$ cat config.mk
export PLATFORM = sky130hd
export DESIGN_NAME = temp_avg_display_flat
export DESIGN_NICKNAME = d
export VERILOG_FILES = /design/src/rtl/temp_avg_display_if.sv /design/src/rtl/temp_avg_display.sv /design/src/flat_wrapper.sv
export SDC_FILE = /design/constraint.sdc
export NUM_CORES = 1
export LEC_CHECK = 0
export BUFFER_PORTS_ARGS = -buffer_cell sky130_fd_sc_hd__buf_2
export CELL_PAD_IN_SITES_DETAIL_PLACEMENT = 0
export CELL_PAD_IN_SITES_GLOBAL_PLACEMENT = 1
export CORE_MARGIN = 3
export CORE_UTILIZATION = 44
export CTS_BUF_LIST = sky130_fd_sc_hd__clkbuf_8
export CTS_CLUSTER_DIAMETER = 40
export CTS_CLUSTER_SIZE = 12
export DETAILED_ROUTE_END_ITERATION = 8
export GPL_TIMING_DRIVEN = 0
export PLACE_DENSITY = 0.79
export SYNTH_ARGS = -nofsm -noshare
export SYNTH_HDL_FRONTEND = slang
export SYNTH_SLANG_ARGS = --single-unit
export TNS_END_PERCENT = 10
$ cat constraint.sdc
create_clock -name clk_i -period 6.3 [get_ports clk_i]
set_input_delay 0.63 -clock clk_i [delete_from_list [all_inputs] [get_ports clk_i]]
set_output_delay 0.63 -clock clk_i [all_outputs]
set_load 0.01 [all_outputs]
$ cat src/rtl/temp_avg_display_if.sv
// Request/result bundle between the sensor accumulator and temp_avg_display.
// The accumulator side uses the master modport; the display stage uses the slave modport.
interface temp_avg_display_if #(
    parameter int unsigned SUM_W = 16,
    parameter int unsigned CNT_W = 8,
    parameter int unsigned BAR_W = 8
);
    logic             start_i;
    logic [SUM_W-1:0] temp_sum_i;
    logic [CNT_W-1:0] active_sensors_nr_i;
    logic             alert_clr_i;
    logic             busy_o;
    logic             done_o;
    logic [SUM_W-1:0] avg_o;
    logic [BAR_W-1:0] coded_out_o;
    logic             alert_o;
    logic             err_o;

    modport master (
        output start_i, temp_sum_i, active_sensors_nr_i, alert_clr_i,
        input  busy_o, done_o, avg_o, coded_out_o, alert_o, err_o
    );

    modport slave (
        input  start_i, temp_sum_i, active_sensors_nr_i, alert_clr_i,
        output busy_o, done_o, avg_o, coded_out_o, alert_o, err_o
    );
endinterface

$ cat src/rtl/temp_avg_display.sv
// Sequential average/thermometer stage: restoring divide, round-to-nearest, bar code, debounced alert.
// Optional macro TEMP_ALERT_LATCH_EN makes alert_o sticky until alert_clr_i.
module temp_avg_display #(
    parameter int unsigned SUM_W     = 16,
    parameter int unsigned CNT_W     = 8,
    parameter int unsigned BAR_W     = 8,
    parameter int unsigned T_MIN     = 19,
    parameter int unsigned ALERT_CNT = 3
) (
    input  logic                  clk_i,
    input  logic                  rst_n_i,
    temp_avg_display_if.slave     bus
);
    localparam int unsigned T_MAX  = T_MIN + BAR_W - 1;
    localparam int unsigned AC_W   = $clog2(ALERT_CNT + 1);
    localparam int unsigned STEP_W = $clog2(SUM_W);

    typedef enum logic [1:0] {IDLE, DIV, FIN} state_t;

    state_t           state_q, state_d;
    logic [SUM_W-1:0] quo_q, quo_d;
    logic [CNT_W-1:0] rem_q, rem_d;
    logic [CNT_W-1:0] dvs_q, dvs_d;
    logic [STEP_W-1:0] step_q, step_d;
    logic             zero_q, zero_d;
    logic             busy_q, busy_d;
    logic             done_q, done_d;
    logic [SUM_W-1:0] avg_q, avg_d;
    logic [BAR_W-1:0] coded_q, coded_d;
    logic             alert_q, alert_d;
    logic             err_q, err_d;
    logic [AC_W-1:0]  oor_cnt_q, oor_cnt_d;

    logic [CNT_W:0]   rem_sh, trial, rem2;
    logic             fits, round_up, oor;
    logic [SUM_W:0]   avg_ext;
    logic [SUM_W-1:0] avg_sat, d_off;
    logic [BAR_W-1:0] coded_v;
    logic [AC_W-1:0]  cnt_step;

    always_comb begin
        // Quotient bits shift into quo_q as dividend bits shift out of its MSB.
        rem_sh   = {rem_q, quo_q[SUM_W-1]};
        fits     = rem_sh >= {1'b0, dvs_q};
        trial    = rem_sh - {1'b0, dvs_q};
        rem2     = {rem_q, 1'b0};
        round_up = rem2 >= {1'b0, dvs_q};
        avg_ext  = {1'b0, quo_q} + {{SUM_W{1'b0}}, round_up};
        avg_sat  = avg_ext[SUM_W] ? '1 : avg_ext[SUM_W-1:0];
        d_off    = avg_sat - SUM_W'(T_MIN);
        coded_v  = '0;
        oor      = 1'b0;
        if (avg_sat < SUM_W'(T_MIN)) begin
            coded_v = BAR_W'(1);
            oor     = 1'b1;
        end else if (avg_sat > SUM_W'(T_MAX)) begin
            coded_v = '1;
            oor     = 1'b1;
        end else begin
            for (int unsigned i = 0; i < BAR_W; i++) begin
                coded_v[i] = (SUM_W'(i) <= d_off);
            end
        end
        if (!oor)
            cnt_step = '0;
        else if (oor_cnt_q == AC_W'(ALERT_CNT))
            cnt_step = oor_cnt_q;
        else
            cnt_step = oor_cnt_q + AC_W'(1);
    end

    always_comb begin
        state_d   = state_q;
        quo_d     = quo_q;
        rem_d     = rem_q;
        dvs_d     = dvs_q;
        step_d    = step_q;
        zero_d    = zero_q;
        busy_d    = busy_q;
        done_d    = 1'b0;
        avg_d     = avg_q;
        coded_d   = coded_q;
        alert_d   = alert_q;
        err_d     = err_q;
        oor_cnt_d = oor_cnt_q;
        case (state_q)
            IDLE: begin
                if (bus.start_i) begin
                    quo_d   = bus.temp_sum_i;
                    dvs_d   = bus.active_sensors_nr_i;
                    rem_d   = '0;
                    step_d  = '0;
                    err_d   = 1'b0;
                    busy_d  = 1'b1;
                    zero_d  = (bus.active_sensors_nr_i == '0);
                    state_d = (bus.active_sensors_nr_i == '0) ? FIN : DIV;
                end
            end
            DIV: begin
                quo_d  = {quo_q[SUM_W-2:0], fits};
                rem_d  = fits ? trial[CNT_W-1:0] : rem_sh[CNT_W-1:0];
                step_d = step_q + STEP_W'(1);
                if (step_q == STEP_W'(SUM_W - 1))
                    state_d = FIN;
            end
            FIN: begin
                done_d  = 1'b1;
                busy_d  = 1'b0;
                err_d   = zero_q;
                state_d = IDLE;
                if (!zero_q) begin
                    avg_d     = avg_sat;
                    coded_d   = coded_v;
                    oor_cnt_d = cnt_step;
`ifdef TEMP_ALERT_LATCH_EN
                    alert_d   = alert_q | (cnt_step == AC_W'(ALERT_CNT));
`else
                    alert_d   = (cnt_step == AC_W'(ALERT_CNT));
`endif
                end
            end
            default: state_d = IDLE;
        endcase
`ifdef TEMP_ALERT_LATCH_EN
        // Clear overrides any same-edge qualifying result.
        if (bus.alert_clr_i) begin
            alert_d   = 1'b0;
            oor_cnt_d = '0;
        end
`endif
    end

    always_ff @(posedge clk_i) begin
        if (!rst_n_i) begin
            state_q <= IDLE;
        end else begin
            state_q <= state_d;
        end
    end

    always_ff @(posedge clk_i) begin
        if (!rst_n_i) begin
            quo_q     <= '0;
            rem_q     <= '0;
            dvs_q     <= '0;
            step_q    <= '0;
            zero_q    <= 1'b0;
            busy_q    <= 1'b0;
            done_q    <= 1'b0;
            avg_q     <= '0;
            coded_q   <= '0;
            alert_q   <= 1'b0;
            err_q     <= 1'b0;
            oor_cnt_q <= '0;
        end else begin
            quo_q     <= quo_d;
            rem_q     <= rem_d;
            dvs_q     <= dvs_d;
            step_q    <= step_d;
            zero_q    <= zero_d;
            busy_q    <= busy_d;
            done_q    <= done_d;
            avg_q     <= avg_d;
            coded_q   <= coded_d;
            alert_q   <= alert_d;
            err_q     <= err_d;
            oor_cnt_q <= oor_cnt_d;
        end
    end

    assign bus.busy_o      = busy_q;
    assign bus.done_o      = done_q;
    assign bus.avg_o       = avg_q;
    assign bus.coded_out_o = coded_q;
    assign bus.alert_o     = alert_q;
    assign bus.err_o       = err_q;
endmodule
$ cat src/flat_wrapper.sv
// flat-port wrapper written by rule: the top's interface ports become plain ports
module temp_avg_display_flat 
#(
    parameter int unsigned SUM_W     = 16,
    parameter int unsigned CNT_W     = 8,
    parameter int unsigned BAR_W     = 8,
    parameter int unsigned T_MIN     = 19,
    parameter int unsigned ALERT_CNT = 3
)
  (clk_i, rst_n_i, bus_start_i, bus_temp_sum_i, bus_active_sensors_nr_i, bus_alert_clr_i, bus_busy_o, bus_done_o, bus_avg_o, bus_coded_out_o, bus_alert_o, bus_err_o);
  temp_avg_display_if #(.SUM_W(SUM_W), .CNT_W(CNT_W), .BAR_W(BAR_W)) bus_i ();
  input  logic clk_i;
  input  logic rst_n_i;
  input wire logic [$bits(bus_i.start_i)-1:0] bus_start_i;
  input wire logic [$bits(bus_i.temp_sum_i)-1:0] bus_temp_sum_i;
  input wire logic [$bits(bus_i.active_sensors_nr_i)-1:0] bus_active_sensors_nr_i;
  input wire logic [$bits(bus_i.alert_clr_i)-1:0] bus_alert_clr_i;
  output wire logic [$bits(bus_i.busy_o)-1:0] bus_busy_o;
  output wire logic [$bits(bus_i.done_o)-1:0] bus_done_o;
  output wire logic [$bits(bus_i.avg_o)-1:0] bus_avg_o;
  output wire logic [$bits(bus_i.coded_out_o)-1:0] bus_coded_out_o;
  output wire logic [$bits(bus_i.alert_o)-1:0] bus_alert_o;
  output wire logic [$bits(bus_i.err_o)-1:0] bus_err_o;
  assign bus_i.start_i = bus_start_i;
  assign bus_i.temp_sum_i = bus_temp_sum_i;
  assign bus_i.active_sensors_nr_i = bus_active_sensors_nr_i;
  assign bus_i.alert_clr_i = bus_alert_clr_i;
  assign bus_busy_o = bus_i.busy_o;
  assign bus_done_o = bus_i.done_o;
  assign bus_avg_o = bus_i.avg_o;
  assign bus_coded_out_o = bus_i.coded_out_o;
  assign bus_alert_o = bus_i.alert_o;
  assign bus_err_o = bus_i.err_o;
  temp_avg_display #(.SUM_W(SUM_W), .CNT_W(CNT_W), .BAR_W(BAR_W), .T_MIN(T_MIN), .ALERT_CNT(ALERT_CNT)) u_core (.clk_i(clk_i), .rst_n_i(rst_n_i), .bus(bus_i));
endmodule
### Word level (Yosys, flattened, before mapping)

Cells that the tools add are included.

| storage, ports and cells | value |
|---|---|
| register bits | 69 |
| output and inout bits | 28 |
| logic and storage cells | 70 |

| cells by class | value |
|---|---|
| add/sub/neg operators | 5 |
| magnitude comparators | 12 |
| equality and inequality tests | 7 |
| mux-type cells | 23 |
| bitwise operators | 1 |
| reduce and logical (&&, ||, !) cells | 9 |

Operator list:

| cell | number |
|---|---|
| <= comparator 3 x 16 -> 1 bit, first input constant | 4 |
| <= comparator 1 x 16 -> 1 bit, first input constant | 2 |
| <= comparator 2 x 16 -> 1 bit, first input constant | 2 |
| two-way mux 16 bit | 2 |
| two-way mux 8 bit | 4 |
| one-hot mux 16 bit (2 select lines) | 1 |
| greater-or-equal comparator 9 x 8 -> 1 bit | 2 |
| adder 16 x 1 -> 17 bit | 1 |
| > comparator 16 x 5 -> 1 bit, second input constant | 1 |
| less-than comparator 16 x 5 -> 1 bit, second input constant | 1 |
| one-hot mux 8 bit (2 select lines) | 1 |
| subtractor 16 x 5 -> 16 bit, second input constant | 1 |
| two-way mux 2 bit | 5 |
| AND reduction 2 bit | 5 |
| logical NOT 8 bit | 1 |
| one-hot mux 4 bit (2 select lines) | 1 |
| subtractor 8 bit | 1 |
| == test 2 bit, second input constant | 3 |
| two-way mux 1 bit | 5 |
| adder 4 x 1 -> 4 bit, second input constant | 1 |
| == test 4 bit, second input constant | 1 |
| two-way mux 4 bit | 1 |
| one-hot mux 1 bit (2 select lines) | 2 |
| one-hot mux 2 bit (2 select lines) | 1 |
| 7 further kinds | 8 |

### Longest topological paths before layout

Gate-level depths: netlist of the first run.

| logic depth | value |
|---|---|
| depth in word-level cells | 8 |
| mapped depth | 24 |
| mapped depth without buffers | 22 |

### Least setup slack after synthesis of the first run

No wires, ideal clock.

| timing | value |
|---|---|
| kind | register -> register |
| start point | register u_core.dvs_q[2] |
| end point | register u_core.coded_q[3], in the netlist u_core.bus.coded_out_o[3] |
| setup time | 132 ps |
| data arrival time | 4,721 ps |
| required time | 6,168 ps |
| slack | 1,447 ps |
| cell stages (with the launch flop) | 25 |
| period minus slack after synthesis | 4,853 ps |
| cells stage by stage | dfxtp_1 > inv_1 > ha_1 > a21o_1 > a21o_1 > a21o_1 > a21oi_1 > o21ai_0 > ha_1 > ha_1 > buf_2 > and4_1 > buf_1 > and4_4 > nor2_1 > inv_1 > ha_1 > or3_1 > a21oi_1 > a311o_1 > nand2_1 > xor2_1 > nand4_2 > a2111oi_2 > nor3_1 |

| between the ends | value |
|---|---|
| cells in the longest elaborated chain, start to end | 7 |
| elaborated cells between the ends (all ways) | 9 |

RTL lines:

| element | line | text |
|---|---|---|
| start: declaration | temp_avg_display.sv:23 | `logic [CNT_W-1:0] dvs_q, dvs_d;` |
| start signal: assignment | temp_avg_display.sv:158 | `dvs_q <= dvs_d;` |
| greater-or-equal comparator 9 x 8 -> 1 bit * | temp_avg_display.sv:47 | `round_up = rem2 >= {1'b0, dvs_q};` |
| adder 16 x 1 -> 17 bit * | temp_avg_display.sv:48 | `avg_ext = {1'b0, quo_q} + {{SUM_W{1'b0}}, round_up};` |
| two-way mux 16 bit * | temp_avg_display.sv:49 | `avg_sat = avg_ext[SUM_W] ? '1 : avg_ext[SUM_W-1:0];` |
| named net u_core.avg_sat[0] | temp_avg_display.sv:37 | `logic [SUM_W-1:0] avg_sat, d_off;` |
| subtractor 16 x 5 -> 16 bit | temp_avg_display.sv:50 | `d_off = avg_sat - SUM_W'(T_MIN);` |
| <= comparator 2 x 16 -> 1 bit | temp_avg_display.sv:61 | `coded_v[i] = (SUM_W'(i) <= d_off);` |
| two-way mux 8 bit | temp_avg_display.sv:56 | `end else if (avg_sat > SUM_W'(T_MAX)) begin` |
| two-way mux 8 bit * | temp_avg_display.sv:53 | `if (avg_sat < SUM_W'(T_MIN)) begin` |
| end signal: assignment | temp_avg_display.sv:164 | `coded_q <= coded_d;` |
| end: declaration | temp_avg_display.sv:29 | `logic [BAR_W-1:0] coded_q, coded_d;` |

Mark *: on every way through the listed nets, which the timed path passes. The rest lies on a longest branch.
A chain may end at the register's enable or synchronous reset.

### Final worst setup path of the first run

| timing | value |
|---|---|
| start point | register u_core.dvs_q[2] |
| end point | register u_core.coded_q[5], in the netlist u_core.bus.coded_out_o[5] |

| between the ends | value |
|---|---|
| cells in the longest elaborated chain, start to end | 7 |
| elaborated cells between the ends (all ways) | 9 |

RTL lines:

| element | line |
|---|---|
| greater-or-equal comparator 9 x 8 -> 1 bit * | temp_avg_display.sv:47 |
| adder 16 x 1 -> 17 bit * | temp_avg_display.sv:48 |
| two-way mux 16 bit * | temp_avg_display.sv:49 |
| named net u_core.avg_sat[0] | temp_avg_display.sv:37 |
| subtractor 16 x 5 -> 16 bit | temp_avg_display.sv:50 |
| <= comparator 3 x 16 -> 1 bit | temp_avg_display.sv:61 |
| two-way mux 8 bit | temp_avg_display.sv:56 |
| two-way mux 8 bit * | temp_avg_display.sv:53 |

Marked as above.

==> results of run 1 <==
-- critical path: cells and delay by family, from the launching register on --
family          cells  cell delay (ns)
fa+ha+maj           4             1.12
compound gates      9             1.78
buf+inv             4             0.55
simple gates        6             1.45
flops               1             0.34
xor+xnor            1             0.27
-- cells in the mapped netlist, drive strengths merged (4+ instances only) --
cell and n:
o21a 4, nor3 13, a21oi 40, and2 7, a211oi 9, xor2 8
a31oi 8, inv 19, ha 15, nand2 76, nor2 78, or2 4
or3 5, nor4 5, a311oi 13, clkbuf 27, mux2i 15, dfxtp 69
o21ai 28, and3 5, nand4 11, a21o 6, and4 5, buf 12
nand3 11, xnor2 6
-- layer usage --
metal,vias to the layer above,share of wire,GRT usage
li1,2104,-,-
met1,1991,0.46,0.284
met2,85,0.48,0.378
met3,22,0.036,0.0397
met4,0,0.020,0.0798
met5,-,0,0
-- state kept, by name, indices dropped and copies added, names as in the netlist, 2 cells and up --
name	flops
u_core.dvs_q	8
u_core.bus.coded_out_o	8
u_core.oor_cnt_q	2
u_core.bus.avg_o	16
u_core.state_q	2
u_core.quo_q	16
u_core.rem_q	8
u_core.step_q	4
-- worst paths after layout --
kind                                   from                   endpoint  slack [ns]  depth (start not counted)
setup / recovery            u_core.dvs_q[2]  u_core.bus.coded_out_o[5]        0.64                         24
hold / removal    u_core.bus.coded_out_o[7]  u_core.bus.coded_out_o[7]        0.45                          2
setup reg to reg            u_core.dvs_q[2]  u_core.bus.coded_out_o[5]        0.64                         24
hold reg to reg   u_core.bus.coded_out_o[7]  u_core.bus.coded_out_o[7]        0.45                          2
-- where the power goes --
group	total (mW)	internal, mW	switching, mW	leakage (nW)
clock	0.468	0.285	0.183	0.126
sequential	0.486	0.466	0.0202	0.563
combinational	0.462	0.176	0.286	1.35
total	1.42	0.927	0.489	2.04
-- area by class of cell --
class	count	area, sq um	area share
Clock buffer	11	151	0.0309
Inverter	20	75.1	0.0153
Tap cell	129	161	0.0329
Timing Repair Buffer	54	270	0.0551
Clock inverter	5	106	0.0217
Buffer	39	168	0.0342
Sequential cell	69	1380	0.282
Multi-Input combinational cell	424	2590	0.528
-- cell families (layout without fill, tap and decap cells) --
logic type | after synthesis | in the layout
and+or+nand+nor | 236 | 236
AOI/OAI and AO/OA | 140 | 140
DFF | 69 | 69
buffers and inverters | 59 | 129
muxes | 18 | 18
adders and majority gates | 16 | 16
xor gates and xnor gates | 14 | 14
-- stage by stage --
step,power [mW],area (sq um),setup slack [ns],instances
after floorplan,0.834,4220,1.45,552
after global placement,0.947,4650,0.698,735
after global routing,1.50,4910,0.160,751
after CTS,1.42,4910,0.678,751
final,1.42,4910,0.645,751
after detailed placement,0.953,4650,0.702,735
==> run metrics, run 1 <==
sequential area share after synthesis 0.328; RSZ-0062 raised after global routing false; Wirelength per Cell between 15 and 20 um; ANT nets after route 0; startpoint types register; CTS Buf Count 9; setup TNS 0 ns; area share of fa/ha/maj cells after synthesis 0.0493; HP Class reg2reg; Setup CP Type reg2reg; DP HPWL 8970 um; minimum clock period 5.66 ns; top_reg_cell synth dfxtp_1; largest net degree at the start of global routing 13; PwrDens between 200 and 300 mW/mm^2; Die Wd 104 um; most common cell after layout, fill and taps aside nor2_1; Resize count post-CTS 0; CP most frequent cell ha_1; row count 35; grt ovf 0; Sink Count 69; number of hold violations in the final report 0; post-synth top area share 0.328; Static Leak 2.04 nW; Syn Inst Count 552; fraction of layout cells with a size suffix above 1 0.162; vias in the first global route 4,005; Die Ht 104 um; # DRC 0; Synth area leaders dfxtp_1 33%, nor2_1 6.9%, nand2_1 6.7%; largest family of logic cells by synthesized area simple AND/OR/NAND/NOR gates; clk buf depth 2; period utilisation layout 0.898; Initial Utilization 0.454; clk root buf clkbuf_8; Placeable Area between 0.009 and 0.01 sq mm; worst-margin pin slew 0.866 ns; Critical Path RT 6.51 ns; DRT Pass-1 Iters 5; Die Area 0.0108 sq mm; status completed; Slowest-stage cell, CP o21ai_0; Synth Area in XOR/XNOR 0.0291; WHS 0.452 ns; Top Ports 56; f_max 177 MHz; Vias 4,202; Placer Congestion 0.866; Post-synth ARST share 0; crit path cell chain inv_1 -> ha_1 -> a21o_1 -> a21o_1 -> a21o_1 -> a21oi_1 -> o21ai_0 -> ha_1 -> ha_1 -> buf_2 -> and4_1 -> buf_1 -> and4_4 -> nor2_1 -> inv_1 -> ha_1 -> or3_1 -> a21oi_1 -> a311o_1 -> nand2_1 -> xor2_1 -> nand4_2 -> o21ai_0 -> a221oi_2; first-pass GRT wire length approximately 20,000 um; n_diodes 0; most frequent cells in the layout 78 x nor2_1, 75 x nand2_1, 69 x dfxtp_1, 62 x buf_2, 40 x a21oi_1; fillers 945; Synth Warn # 0; Post-synth EDFFs 0; Synth Area in Compound Gates 0.226; mux cell area share after synthesis 0.0436; DR vias/cell 5.60; Core Util, Final 0.528; setup bufs post-CTS 0; simple-gate area share of the yosys netlist 0.267; initial antenna violation count 0; Max Cap Viol 0; Final #Nets between 600 and 700; Iteration-0 DRC Markers 180; # setup viols final 0; Yosys top cell by area dfxtp_1; CTS tree done; crit end category register; port buffer count 54; Worst path max stage delay between 0.3 and 0.4 ns; post-synthesis instance area around 0.0042 sq mm; drt total wl about 12,000 um; Yosys cell types ~70; CTS clock-pin slew for the worst setup and hold paths roughly 0.080 ns; crit-path max FO 9; Setup Skew 0.00860 ns; slew margin rel. 0.421; Max Slew Vio Count 0; CTS Hold Bufs 0; Clock Latency Late Sink 0.36 ns; synthesized area per cell approximately 7.6 sq um; synthesis-stage register bit count 69; Worst EP arrival 5.86 ns; H-Tree Depth 3; area delta synth->final 16.4%; Max IR drop VDD 165 uV; Syn Nets 596; Total GRT Usage 0.223
(Power assumes the default switching activity.)
==> run 2, diff against run 1 <==
--- a/config.mk
+++ b/config.mk
@@ -9,13 +9,13 @@
 export CELL_PAD_IN_SITES_DETAIL_PLACEMENT = 0
 export CELL_PAD_IN_SITES_GLOBAL_PLACEMENT = 1
 export CORE_MARGIN = 3
-export CORE_UTILIZATION = 44
+export CORE_UTILIZATION = 25
 export CTS_BUF_LIST = sky130_fd_sc_hd__clkbuf_8
 export CTS_CLUSTER_DIAMETER = 40
 export CTS_CLUSTER_SIZE = 12
 export DETAILED_ROUTE_END_ITERATION = 8
 export GPL_TIMING_DRIVEN = 0
-export PLACE_DENSITY = 0.79
+export PLACE_DENSITY = 0.49
 export SYNTH_ARGS = -nofsm -noshare
 export SYNTH_HDL_FRONTEND = slang
 export SYNTH_SLANG_ARGS = --single-unit
==> run 2 against run 1 <==
Net effect: routed wire length rose by 18%; critical path depth stayed put; combinational power rose by 2%; critical endpoint unchanged.
==> run metrics, run 2 (synthesized netlist as in run 1, its figures left out) <==
Top Ports 56 (unchanged); row count 46 (+31%); Sink Count 69 (unchanged); fraction of layout cells with a size suffix above 1 0.162 (unchanged); Wirelength per Cell 16.7 um (+5.9%); WHS 0.455 ns (+0.00260 ns); Placeable Area 0.0162 sq mm (+74%); PwrDens 269 mW/mm^2 (-6.8%); Clock Latency Late Sink 0.37 ns (about the same); Max IR drop VDD 124 uV (-24%); Max Cap Viol 0 (unchanged); first-pass GRT wire length 22,700 um (+16%); # DRC 0 (unchanged); clock network power share 0.280 (-0.051); slew margin rel. 0.401 (-0.0203); Die Area 0.0185 sq mm (+71%); setup bufs post-CTS 0 (unchanged); Worst EP arrival 6.02 ns (+0.16 ns); CTS Buf Count 9 (unchanged); n_diodes 0 (unchanged); startpoint types register; minimum clock period 5.80 ns (+0.144 ns); Pwr Total 1.33 mW (-6.0%); HP Class reg2reg; DP HPWL 10,600 um (+18%); clk buf depth 2 (unchanged); Seq pwr share 0.366 (+0.023); Setup Skew 0.00626 ns (-0.00234 ns); period utilisation layout 0.921 (+0.0229); Final #Nets 661 (unchanged); vias in the first global route 4,192 (+4.7%); Resize count post-CTS 0 (unchanged); initial antenna violation count 0 (unchanged); RSZ-0062 raised after global routing false; setup TNS 0 ns (unchanged); Die Wd 136 um (+31%); Static Leak 2.01 nW (-1.3%); clk root buf clkbuf_8; Placer Congestion 0.850 (-1.8%); Sw Ratio 0.382 (+0.0366); Slowest-stage cell, CP o21ai_0; P_sw 508 uW (+3.9%); # setup viols final 0 (unchanged); Worst R2R Setup Slack 0.50 ns (-0.14 ns); crit end category register; Vias 4,200 (-0.048%); H-Tree Depth 3 (unchanged); CTS clock-pin slew for the worst setup and hold paths 0.08 ns (about the same); ANT nets after route 0 (unchanged); P_int 822 uW (-11%); Critical Path RT 6.52 ns (about the same); Die Ht 136 um (+31%); grt ovf 0 (unchanged); worst-margin pin slew 0.896 ns (+0.0303 ns); CTS tree done; combinational share of power 0.355 (+0.029); Max Slew Vio Count 0 (unchanged); CTS Hold Bufs 0 (unchanged); most common cell after layout, fill and taps aside nor2_1; crit path cell chain inv_1 -> ha_1 -> a21o_1 -> a21o_1 -> a21o_1 -> a21oi_1 -> o21ai_0 -> ha_1 -> ha_1 -> buf_2 -> and4_1 -> buf_1 -> and4_4 -> nor2_1 -> inv_1 -> ha_1 -> or3_1 -> a21oi_1 -> a311o_1 -> nand2_1 -> xor2_1 -> nand4_2 -> o21ai_0 -> a221oi_2; drt total wl 14,000 um (+18%); port buffer count 54 (unchanged); number of hold violations in the final report 0 (unchanged); Initial Utilization 0.261 (-0.193); f_max 172 MHz (-2.5%); area delta synth->final 17.3%; DR vias/cell 5.01 (-10%); Worst path max stage delay 0.39 ns (+0.04 ns); CP most frequent cell ha_1; Setup CP Type reg2reg; status completed; crit-path max FO 9 (unchanged); DRT Pass-1 Iters 5 (unchanged); largest net degree at the start of global routing 13 (unchanged); most frequent cells in the layout 78 x nor2_1, 75 x nand2_1, 69 x dfxtp_1, 62 x buf_2, 40 x a21oi_1; Iteration-0 DRC Markers 223 (+24%); Total GRT Usage 0.159 (-0.0645)
==> run 2: cell count changes in the layout (fill, tap and decap cells not counted), sizes merged <==
cell	before	now
clkinv	2	6
bufinv	3	1
clkbuf	38	36
==> run 2: path summary, 6_finish.rpt <==
| check | start | cells after the start | end |
|---|---|---|---|
| max | u_core.dvs_q[2] | 24 | u_core.bus.coded_out_o[5] |
| min | u_core.bus.avg_o[2] | 2 | u_core.bus.avg_o[2] |
| max reg2reg | u_core.dvs_q[2] | 24 | u_core.bus.coded_out_o[5] |
| min reg2reg | u_core.bus.avg_o[2] | 2 | u_core.bus.avg_o[2] |
==> run 2: final cells by class <==
type | instances | area (sq um)
fillers | 1784 | 11200
multi-input cells | 424 | 2590
flip-flops and latches | 69 | 1380
repair buffers | 54 | 270
well taps | 216 | 270
plain buffers | 39 | 168
clock buffers | 9 | 124
inverters | 20 | 75.1
clock inverters | 7 | 66.3
==> run 2: worst max-delay path: cells and delay by family, from the launching register on <==
family / cells / cell delay (ns)
and+or+nand+nor: 6 / 1.45
AOI/OAI and AO/OA: 9 / 1.85
adders and majority gates: 4 / 1.16
DFF: 1 / 0.33
buffers and inverters: 4 / 0.55
xor gates and xnor gates: 1 / 0.27
==> run 2: power groups by stage <==
stage | sequential [mW] | combinational, mW | clock [mW]
3_5_place_dp | 0.497 | 0.474 | 0
6_report | 0.486 | 0.472 | 0.372
2_1_floorplan | 0.493 | 0.341 | 0
3_3_place_gp | 0.496 | 0.475 | 0
5_1_grt | 0.491 | 0.530 | 0.406
4_1_cts | 0.487 | 0.476 | 0.390
==> run 2: layer usage <==
metal / global-route usage / vias to the layer above / share of wire / routed length [um]
li1: - / 2097 / - / -
met1: 0.203 / 1995 / 0.46 / 6410
met2: 0.272 / 95 / 0.49 / 6880
met3: 0.0303 / 13 / 0.037 / 523
met4: 0.0442 / 0 / 0.013 / 188
met5: 0 / - / 0 / 0
==> run 2: metrics by stage <==
stage | std cells | utilization | area, sq um | worst slack, ns
2_1_floorplan | 552 | - | 4220 | 1.45
3_3_place_gp | 822 | 0.294 | 4760 | 0.540
3_5_place_dp | 822 | 0.294 | 4760 | 0.483
4_1_cts | 838 | 0.306 | 4950 | 0.468
5_1_grt | 838 | 0.306 | 4950 | 0.00265
6_report | 838 | 0.306 | 4950 | 0.500
==> run 3, diff against run 2 <==
--- a/config.mk
+++ b/config.mk
@@ -5,17 +5,17 @@
 export SDC_FILE = /design/constraint.sdc
 export NUM_CORES = 1
 export LEC_CHECK = 0
+export ABC_AREA = 1
 export BUFFER_PORTS_ARGS = -buffer_cell sky130_fd_sc_hd__buf_2
 export CELL_PAD_IN_SITES_DETAIL_PLACEMENT = 0
 export CELL_PAD_IN_SITES_GLOBAL_PLACEMENT = 1
-export CORE_MARGIN = 3
 export CORE_UTILIZATION = 25
 export CTS_BUF_LIST = sky130_fd_sc_hd__clkbuf_8
 export CTS_CLUSTER_DIAMETER = 40
 export CTS_CLUSTER_SIZE = 12
 export DETAILED_ROUTE_END_ITERATION = 8
 export GPL_TIMING_DRIVEN = 0
-export PLACE_DENSITY = 0.49
+export PLACE_DENSITY = 0.5
 export SYNTH_ARGS = -nofsm -noshare
 export SYNTH_HDL_FRONTEND = slang
 export SYNTH_SLANG_ARGS = --single-unit
==> run 3 against run 2 <==
Net effect: non-clock buffer count fell by 21; final cell count grew 13%; clock skew increased by 0.0092 ns; synthesized area grew 2.3%; largest power group is now combinational logic.
==> run metrics, run 3 <==
status completed; CTS Hold Bufs 0 (unchanged); Final Cell Area 0.00506 sq mm (+2.2%); # setup viols final 0 (unchanged); Setup CP Type reg2reg; capture point of the worst path u_core.bus.coded_out_o[1]; startpoint types register; HP Class reg2reg; Max IR drop VDD 124 uV (-0.63%); most frequent cells in the layout 190 x nand2_1, 69 x dfxtp_1, 67 x inv_1, 65 x nor2_1, 54 x buf_2; most common cell after layout, fill and taps aside nand2_1; crit end category register; CTS Buf Count 9 (unchanged); grt ovf 0 (unchanged); area delta synth->final 17.2%; clk root buf clkbuf_8; Static Leak 2.34 nW (+16%); slew margin rel. 0.613 (+0.213); Pwr Total 1.75 mW (+32%); CP Launch Point u_core.dvs_q[2]; worst-margin pin slew 0.580 ns (-0.316 ns); post-synthesis instance area 0.00432 sq mm (+2.3%); Synth Warn # 0 (unchanged); Critical Path RT 6.62 ns (+0.10 ns); minimum clock period 4.66 ns (-1.14 ns); crit-path max FO 9 (unchanged); Clock Latency Late Sink 0.37 ns (about the same); port buffer count 53 (-1.9%); Worst Path Buf+Inv 3 (-1); f_max 215 MHz (+25%); PwrDens 346 mW/mm^2 (+29%); Max Slew Vio Count 0 (unchanged); Vias 4,310 (+2.6%); fraction of layout cells with a size suffix above 1 0.167 (+0.00429); Total GRT Usage 0.158 (-0.000311); Iteration-0 DRC Markers 201 (-9.9%); Die Area 0.0178 sq mm (-3.6%); Post-synth EDFFs 0 (unchanged); Wirelength per Cell 14.0 um (-16%); Levels on crit path 28 (+17%); Synth area leaders dfxtp_1 32%, nand2_1 17%, inv_1 5.7%; Worst path max stage delay 0.40 ns (about the same); Sink Count 69 (unchanged); # DRC 0 (unchanged); top_reg_cell synth dfxtp_1; Syn Inst Count 657 (+19%); synthesis-stage register bit count 69 (unchanged); Worst R2R Setup Slack 1.64 ns (+1.14 ns); Resize count post-CTS 0 (unchanged); DR vias/cell 4.56 (-9.1%); Slowest-stage cell, CP a221oi_1; ANT nets after route 0 (unchanged); Placed Area 0.00486 sq mm (+2.1%); most numerous cell in the Yosys netlist nand2_1; Yosys cell types 45 (-34%); period utilisation layout 0.739 (-0.181); Die Wd 133 um (-1.8%); Final #Nets 765 (+16%); commonest cells in the netlist 190 x nand2_1, 69 x dfxtp_1, 66 x inv_1; row count 47 (+2.2%); CTS tree done; Yosys top cell by area dfxtp_1; Core Util, Final 0.303 (-0.00308); first-pass GRT wire length 21,800 um (-4.2%); Placer Congestion 0.806 (-5.2%); setup TNS 0 ns (unchanged); reg2reg path depth 28 (+17%); setup bufs post-CTS 0 (unchanged); largest net degree at the start of global routing 13 (unchanged); Top Ports 56 (unchanged); Max Cap Viol 0 (unchanged); Placeable Area 0.0167 sq mm (+3.3%); worst hold start u_core.bus.coded_out_o[3]; synthesized area per cell 6.57 sq um (-14%); CTS clock-pin slew for the worst setup and hold paths 0.09 ns (about the same); clk buf depth 2 (unchanged); drt total wl 13,200 um (-5.6%); crit-path leading delay family simple AND/OR/NAND/NOR gates; Reg-to-Reg End u_core.bus.coded_out_o[1]; number of hold violations in the final report 0 (unchanged); post-synth top area share 0.320 (-0.00750); Initial Utilization 0.258 (-0.00232); n_diodes 0 (unchanged); H-Tree Depth 3 (unchanged); Post-synth ARST share 0 (unchanged); initial antenna violation count 0 (unchanged); sequential area share after synthesis 0.320 (-0.00750); vias in the first global route 4,140 (-1.2%); DRT Pass-1 Iters 4 (-1); worst r2r src u_core.dvs_q[2]; DP HPWL 10,700 um (+1.0%); Syn Nets 701 (+18%); Setup Skew 0.0154 ns (+0.00917 ns); RSZ-0062 raised after global routing false; Die Ht 133 um (-1.8%); Worst EP arrival 4.97 ns (-1.05 ns)
run 3: changes by cell type after synthesis, sizes merged, moves of 9 or more:
cell    before  now
nand2       76  208
inv         19   71
o21ai       28   57
nand3       11   36
mux2i       15    0
a21oi       40   27
a311oi      13    0
a31oi        8   19
clkbuf      27   16
buf         12    3
run 3: worst min path at each step:
stage                                endpoint  slack, ns  cells past startpoint
floorplan                     u_core.dvs_q[2]       0.44                      2
global placement    u_core.bus.coded_out_o[5]       0.43                      2
detailed placement  u_core.bus.coded_out_o[5]       0.44                      2
CTS                 u_core.bus.coded_out_o[6]       0.46                      2
global route               u_core.bus.alert_o       0.47                      2
finish              u_core.bus.coded_out_o[3]       0.45                      2
run 3: metrics by stage:
stage	instances	hold slack, ns	worst slack, ns
after floorplan	657	0.435	2.51
after global placement	930	0.432	1.62
after detailed placement	930	0.437	1.63
after CTS	946	0.456	1.61
after global routing	946	0.475	1.21
final	946	0.450	1.64
run 3: worst reg2reg max path, delay by kind of cell (launching register included):
kind	cells	cell delay (ns)
AO/OA/AOI/OAI	4	0.95
adder cells (fa/ha/maj)	4	1.16
buffers and inverters	3	0.34
flip-flops	1	0.31
AND/OR/NAND/NOR	17	1.84
run 3: final cells by class:
class	count	area, sq um
repair buffers	53	265
plain buffers	19	83.8
well taps	220	275
clock inverters	6	63.8
fillers	1918	11600
inverters	74	280
clock buffers	10	138
multi-input cells	495	2570
flip-flops and latches	69	1380
run 3: cell families after synthesis:
logic type      count (synthesis)  synth area share
compound gates                120             0.156
xor+xnor                        5            0.0101
fa+ha+maj                      16            0.0481
buf+inv                        93            0.0844
flops                          69             0.320
simple gates                  354             0.381
run 3: report_power, final:
| part | switching (mW) | internal [mW] | leakage [nW] |
|---|---|---|---|
| clock | 0.190 | 0.193 | 0.104 |
| combinational | 0.565 | 0.276 | 1.67 |
| sequential | 0.0459 | 0.483 | 0.563 |
run 3: metal layers:
layer,track usage,vias up,wire length (um)
met5,0,-,0
met4,0.0644,0,258
met3,0.0251,14,387
met2,0.258,61,6000
met1,0.208,1957,6580
li1,-,2278,-
